## src/rtl/pwm_timer_core.sv

```systemverilog
// PWM / timer core: control, divisor, period and duty registers with prescaler, counter and IRQ.
// Optional external count source enabled by defining PWM_TIMER_EXT_CLK_EN.
module pwm_timer_core #(
    parameter logic [15:0] base_adr        = 16'h0000,
    parameter logic [15:0] ctrl_spacing    = 16'd0,
    parameter logic [15:0] divisor_spacing = 16'd2,
    parameter logic [15:0] period_spacing  = 16'd4,
    parameter logic [15:0] DC_spacing      = 16'd6
) (
    input  logic        i_wb_clk,
    input  logic        i_wb_rst,
`ifdef PWM_TIMER_EXT_CLK_EN
    input  logic        i_ext_clk,
`endif
    input  logic [15:0] i_reg_adr,
    input  logic [15:0] i_reg_data,
    input  logic        i_reg_we,
    output logic [15:0] o_reg_rdata,
    output logic        o_pwm,
    output logic        o_irq
);

    localparam logic [15:0] CtrlAdr    = base_adr + ctrl_spacing;
    localparam logic [15:0] DivisorAdr = base_adr + divisor_spacing;
    localparam logic [15:0] PeriodAdr  = base_adr + period_spacing;
    localparam logic [15:0] DcAdr      = base_adr + DC_spacing;

    logic        en_q, en_d;
    logic        mode_q, oe_q, ie_q, cont_q;
    logic        if_q, if_d;
    logic        extsel_q;
    logic [15:0] divisor_q;
    logic [15:0] period_sh_q, dc_sh_q;
    logic [15:0] period_act_q, dc_act_q;
    logic [15:0] presc_q, presc_d;
    logic [15:0] cnt_q, cnt_d;
    logic        pwm_q, pwm_d;
    logic        irq_q, irq_d;

    logic        wr_ctrl, wr_divisor, wr_period, wr_dc;
    logic        crst, inc, presc_wrap, cnt_wrap, period_live, tick, boundary, load_act;
    logic [15:0] div_eff;

    assign wr_ctrl    = i_reg_we && (i_reg_adr == CtrlAdr);
    assign wr_divisor = i_reg_we && (i_reg_adr == DivisorAdr);
    assign wr_period  = i_reg_we && (i_reg_adr == PeriodAdr);
    assign wr_dc      = i_reg_we && (i_reg_adr == DcAdr);
    assign crst       = wr_ctrl && i_reg_data[6];

`ifdef PWM_TIMER_EXT_CLK_EN
    logic [2:0] ext_sync_q;
    logic       ext_edge;
    logic       unused_data;

    // Two synchronizer flops plus one history flop for rising-edge detection.
    always_ff @(posedge i_wb_clk) begin
        if (i_wb_rst) begin
            ext_sync_q <= 3'b000;
            extsel_q   <= 1'b0;
        end else begin
            ext_sync_q <= {ext_sync_q[1:0], i_ext_clk};
            if (wr_ctrl) begin
                extsel_q <= i_reg_data[7];
            end
        end
    end

    assign ext_edge    = ext_sync_q[1] && !ext_sync_q[2];
    assign inc         = extsel_q ? ext_edge : 1'b1;
    assign unused_data = ^i_reg_data[15:8];
`else
    logic unused_data;

    assign extsel_q    = 1'b0;
    assign inc         = 1'b1;
    assign unused_data = ^i_reg_data[15:7];
`endif

    assign div_eff     = (divisor_q == 16'd0) ? 16'd1 : divisor_q;
    assign presc_wrap  = presc_q >= (div_eff - 16'd1);
    assign tick        = en_q && inc && presc_wrap;
    assign period_live = period_act_q != 16'd0;
    assign cnt_wrap    = cnt_q == (period_act_q - 16'd1);
    assign boundary    = tick && period_live && cnt_wrap && !crst;
    assign load_act    = boundary || !en_q || crst;

    always_comb begin
        presc_d = presc_q;
        cnt_d   = cnt_q;
        if (!en_q || crst) begin
            presc_d = 16'd0;
            cnt_d   = 16'd0;
        end else if (inc) begin
            presc_d = presc_wrap ? 16'd0 : presc_q + 16'd1;
            if (presc_wrap && period_live) begin
                cnt_d = cnt_wrap ? 16'd0 : cnt_q + 16'd1;
            end
        end
    end

    always_comb begin
        en_d = en_q;
        if (boundary && !mode_q && !cont_q) begin
            en_d = 1'b0;
        end
        // A bus write to EN overrides the one-shot auto-clear.
        if (wr_ctrl) begin
            en_d = i_reg_data[0];
        end
        if_d = if_q;
        if (wr_ctrl && i_reg_data[5]) begin
            if_d = 1'b0;
        end
        if (boundary) begin
            if_d = 1'b1;
        end
        pwm_d = mode_q && en_q && oe_q && period_live && (cnt_q < dc_act_q);
        irq_d = if_q && ie_q;
    end

    always_ff @(posedge i_wb_clk) begin
        if (i_wb_rst) begin
            en_q         <= 1'b0;
            mode_q       <= 1'b0;
            oe_q         <= 1'b0;
            ie_q         <= 1'b0;
            cont_q       <= 1'b0;
            if_q         <= 1'b0;
            divisor_q    <= 16'd0;
            period_sh_q  <= 16'd0;
            dc_sh_q      <= 16'd0;
            period_act_q <= 16'd0;
            dc_act_q     <= 16'd0;
            presc_q      <= 16'd0;
            cnt_q        <= 16'd0;
            pwm_q        <= 1'b0;
            irq_q        <= 1'b0;
        end else begin
            en_q    <= en_d;
            if_q    <= if_d;
            presc_q <= presc_d;
            cnt_q   <= cnt_d;
            pwm_q   <= pwm_d;
            irq_q   <= irq_d;
            if (wr_ctrl) begin
                mode_q <= i_reg_data[1];
                oe_q   <= i_reg_data[2];
                ie_q   <= i_reg_data[3];
                cont_q <= i_reg_data[4];
            end
            if (wr_divisor) begin
                divisor_q <= i_reg_data;
            end
            if (wr_period) begin
                period_sh_q <= i_reg_data;
            end
            if (wr_dc) begin
                dc_sh_q <= i_reg_data;
            end
            if (load_act) begin
                period_act_q <= period_sh_q;
                dc_act_q     <= dc_sh_q;
            end
        end
    end

    always_comb begin
        o_reg_rdata = 16'd0;
        if (i_reg_adr == CtrlAdr) begin
            o_reg_rdata = {8'd0, extsel_q, 1'b0, if_q, cont_q, ie_q, oe_q, mode_q, en_q};
        end else if (i_reg_adr == DivisorAdr) begin
            o_reg_rdata = divisor_q;
        end else if (i_reg_adr == PeriodAdr) begin
            o_reg_rdata = period_sh_q;
        end else if (i_reg_adr == DcAdr) begin
            o_reg_rdata = dc_sh_q;
        end
    end

    assign o_pwm = pwm_q;
    assign o_irq = irq_q;

endmodule

```

## config.mk

```make
export PLATFORM = sky130hd
export DESIGN_NAME = pwm_timer_core
export DESIGN_NICKNAME = d
export VERILOG_FILES = /design/src/rtl/pwm_timer_core.sv
export SDC_FILE = /design/constraint.sdc
export NUM_CORES = 1
export LEC_CHECK = 0
export ABC_AREA = 1
export CAP_MARGIN = 15
export CORE_AREA = 2 2 124 102
export CTS_BUF_LIST = sky130_fd_sc_hd__clkbuf_8
export DETAILED_ROUTE_END_ITERATION = 16
export DIE_AREA = 0 0 126 104
export PLACE_DENSITY = 0.84
export SLEW_MARGIN = 5
export SYNTH_ARGS = -nofsm -noshare
export SYNTH_HDL_FRONTEND = slang
export SYNTH_SLANG_ARGS = --single-unit
```

## constraint.sdc

```tcl
create_clock -name i_wb_clk -period 4.2 [get_ports i_wb_clk]
set_input_delay 1.05 -clock i_wb_clk [delete_from_list [all_inputs] [get_ports i_wb_clk]]
set_output_delay 1.05 -clock i_wb_clk [all_outputs]
set_load 0.05 [all_outputs]
```

---- Word-level counts from Yosys, hierarchy flattened ----
Cells that the tools add are included.
storage, ports and cells
  register bits after elaboration ......... 120
  bits of input ports ..................... 35
cells by class
  reductions and logical operators ........ 32
  order comparisons ....................... 2
  equality and inequality tests ........... 4
  add/subtract/negate cells ............... 4
  muxes and demuxes ....................... 10
operators by type and width
  operator                 count
  $mux W16                 6
  $add A16 B1 Y16 const B  2
  $eq A16 B3 Y1 const B    2
  $logic_not A16 Y1        2
  $sub A16 B1 Y16 const B  2
  $logic_and A1 B1 Y1      18
  $eq A16 B16 Y1           1
  $eq A16 B2 Y1 const B    1
  $ge A16 B16 Y1           1
  $lt A16 B16 Y1           1
  $reduce_bool A16 Y1      1
  $logic_not A1 Y1         4
  $mux W1                  4
  $reduce_bool A2 Y1       2
  $logic_or A1 B1 Y1       3
  $reduce_or A3 Y1         1
  $reduce_or A2 Y1         1

---- Logic depth before layout (Yosys ltp) ----
  word-level depth ........................ 12
  depth in mapped cells ................... 29

---- Worst setup path after synthesis ----
No wires, ideal clock.
  path type ............................... in2out
  start point ............................. input port i_reg_adr[15]
  end point ............................... output port o_reg_rdata[10]
  stages .................................. 10
  slack ................................... -232 ps
  data required time ...................... 3150 ps
  data arrival time ....................... 3382 ps
  cells stage by stage .................... nor2_1 > nand2_1 > nor2_1 > nand2_1 > inv_1 > nand2_1 > inv_1 > clkbuf_1 > a31oi_1 > a221oi_1
between the ends
  word-level cells in the longest chain between the ends .. 5
RTL lines
  item                RTL line  source
  start: declaration  15        input logic [15:0] i_reg_adr,
  $eq A16 B3 Y1       175       end else if (i_reg_adr == DcAdr) begin
  $mux W16            175
  $mux W16            173       end else if (i_reg_adr == PeriodAdr) begin
  $mux W16            171       end else if (i_reg_adr == DivisorAdr) begin
  $mux W16 (*)        169       if (i_reg_adr == CtrlAdr) begin
  end: declaration    18        output logic [15:0] o_reg_rdata,
Mark *: on every way between the ends. The rest lies on a longest branch, timed or not.

---- Worst setup path after layout ----
  start point ............................. input port i_reg_adr[3]
  end point ............................... output port o_reg_rdata[7]
The elaborated chain is that of the path after synthesis.

==> summary.txt <==
Max-slew headroom = 50.1%
Syn_nets = 1,054
Clock Path Buffers = 2
Crit start category = primary input
Max-Cap Viols = 0
Port bufs = 52
Met3 Use GR = 6.48%
Placer Congestion = 0.974
Final non-filler cell total = 1,230
Ranking of synthesized cells by area = dfxtp_1 (35%), nand2_1 (8.5%), inv_1 (7.5%)
CP endpoint kind = output pin
Yosys warns = 0
Post-synthesis sequential area ratio = 34.9%
Critical path class = in2out
Final Cell Area = 0.00848 mm^2
Total grt overflow = 0
Number of synthesized flops with an enable pin = 0
Largest net degree at the start of global routing = 54
Post-CTS Setup Inserts = 0
Row count = 36
Critical-path cell list = clkdlybuf4s50_1 > nand3b_1 > nor2_1 > nand2_1 > clkinvlp_4 > a31oi_1 > a221oi_2 > buf_4 > buf_12
Cell variety after synth = 37
DIE HEIGHT = 104 um
Min Tclk post-route = 4.08 ns
Count of final setup violators = 0
Vias in the first global route = 6,278
Synth top area share = 34.9%
Hold slack = 0.467 ns
Antenna violations before repair = 0
Synth Flop Type = dfxtp_1
Cells after DPL = 1,198
CTS tree = done
Post-Syn Area = 0.00688 mm^2
I/O pin count = 53
Commonest cells in the netlist = nand2_1 (156), inv_1 (138), dfxtp_1 (120), nor2_1 (100), a21oi_1 (79)
Max VDD drop = 0.228 mV
Post-Syn Instances = 983
Register area = 0.00240 mm^2
Worst EP arrival = 3.03 ns
Wire length per cell = 14.6 um
Fin crit share = 97.0%
Post-route DRC = 0
Chip width = 126 um
Busiest layer in global routing = met2
Area grow syn2layout = 23.3%
Overall routing resource usage = 28.2%
Core ar. = 0.0119 mm^2
Initial Util = 57.8%
Post-DP HPWL = 13,500 um
PD cells = 273 mW/mm^2
Yosys reg bits = 120
CTS clk-pin slew, worst paths = 0.07 ns
CP max stage delay = 0.49 ns
Antenna Nets Post-Route = 0
Met1 usage = 39.3%
Slew Limit Fails = 0
Initial DRC Count = 705
Multi-input gate area = 0.00378 mm^2
Layout cells sized above 1 = 16.3%
Outcome = completed
Synth area leader = dfxtp_1
Clock sink count = 120
WL final = 17,900 um
N_diodes = 0
Reg2reg setup slack = 0.26 ns
Setup_tns = 0 ns
Die ar. = 0.0131 mm^2
Met2 Use GR = 43.2%
Most frequent cell after synthesis = nand2_1
Cts bufs inserted = 17
Critical Path Fanout Max = 11
Final worst clock skew = 0.0117 ns
Placed cell areas = 0.00800 mm^2
Syn avg cell area = 7.00 um^2
Pleak = 3.65 nW
Worst Tran Pin Value = 0.747 ns
Slowest stage cell, crit path = clkdlybuf4s50_1
Fmax = 0.245 GHz
Worst skew pair latency = 0.45 ns
TritonRoute pass-1 iters = 6
Fillers = 918
Root Driver = clkbuf_8
HP Class = reg2reg
H-tree depth = 4
Nets = 1,136
Final Hold Fails = 0
First-pass GRT wire length = 30,000 um
FFs w/ async S/R, synth = 0%
Vias per std cell = 5.50
Worst Path Required = 3.15 ns
Vias = 6,769
## worst max-delay path, delay by kind of cell
kind	cells	cell delay, ns
AO/OA/AOI/OAI	2	0.42
buffers and inverters	4	1.00
AND/OR/NAND/NOR	3	0.53
## layout make-up
cell class,count,area share (%)
Multi-Input combinational cell,664,44.6
Sequential cell,120,28.3
Timing Repair Buffer,96,12.5
Inverter,166,7.44
Clock buffer,19,3.08
Tap cell,152,2.24
Clock inverter,13,1.81
## metal layers
| layer | up-vias | part of all wire (%) |
|---|---|---|
| met1 | 3085 | 47 |
| met4 | 0 | 2.2 |
| met5 | - | 0 |
| met2 | 253 | 44 |
| li1 | 3396 | - |
| met3 | 35 | 7.1 |
## power breakdown
part / internal, mW / switching (mW)
Sequential: 1.14 / 0.00000910
Combinational: 0.0365 / 0.0399
Clock: 0.612 / 0.485
Total: 1.79 / 0.525
## what timing repair did
item                                    CTS  global route
resized for setup                         2            16
hold buffers                              0             0
pin swaps                                 0             2
endpoints found under the setup margin   14            63
## cells in the final DEF (no fill, tap or decap), drive strengths merged, types with 19 or more instances in the layout
master	netlist	routed
a21oi	79	79
buf	10	60
clkbuf	23	19
clkdlybuf4s50	0	36
dfxtp	120	120
ha	36	36
inv	166	165
nand2	160	160
nand3	32	32
nor2	105	105
o21ai	129	129
xor2	27	27
## path summary, 6_finish.rpt
check	depth (start not counted)	to	startpoint
setup / recovery	9	o_reg_rdata[7]	i_reg_adr[3]
setup reg to reg	28	period_act_q[11]	divisor_q[12]
hold / removal	2	dc_act_q[3]	dc_act_q[3]
hold reg to reg	2	dc_act_q[3]	dc_act_q[3]
## cells by family (layout without fill, tap and decap cells)
| family | after synthesis | in the layout | share of synthesized area (%) |
|---|---|---|---|
| and+or+nand+nor | 346 | 346 | 21.9 |
| DFF | 120 | 120 | 34.9 |
| xor gates and xnor gates | 35 | 35 | 4.46 |
| buffers and inverters | 199 | 294 | 11.6 |
| AOI/OAI and AO/OA | 247 | 247 | 20.6 |
| adders and majority gates | 36 | 36 | 6.55 |
## registers in the layout, summed over array words and instances, names as in the netlist, 16 cells and up
| signal | flops |
|---|---|
| period_act_q | 16 |
| presc_q | 16 |
| cnt_q | 16 |
| dc_sh_q | 16 |
| divisor_q | 16 |
| dc_act_q | 16 |
| period_sh_q | 16 |
## stage by stage
stage	power [mW]	util [%]	setup WS, ns
final	2.31	71.3	0.124
after global routing	2.39	71.3	-0.0390
after CTS	2.32	70.8	0.0109
after detailed placement	1.24	67.3	-0.0260
after global placement	1.24	67.3	0.0762
after floorplan	1.19	-	0.0768
Power figures use the tool's default switching activity.
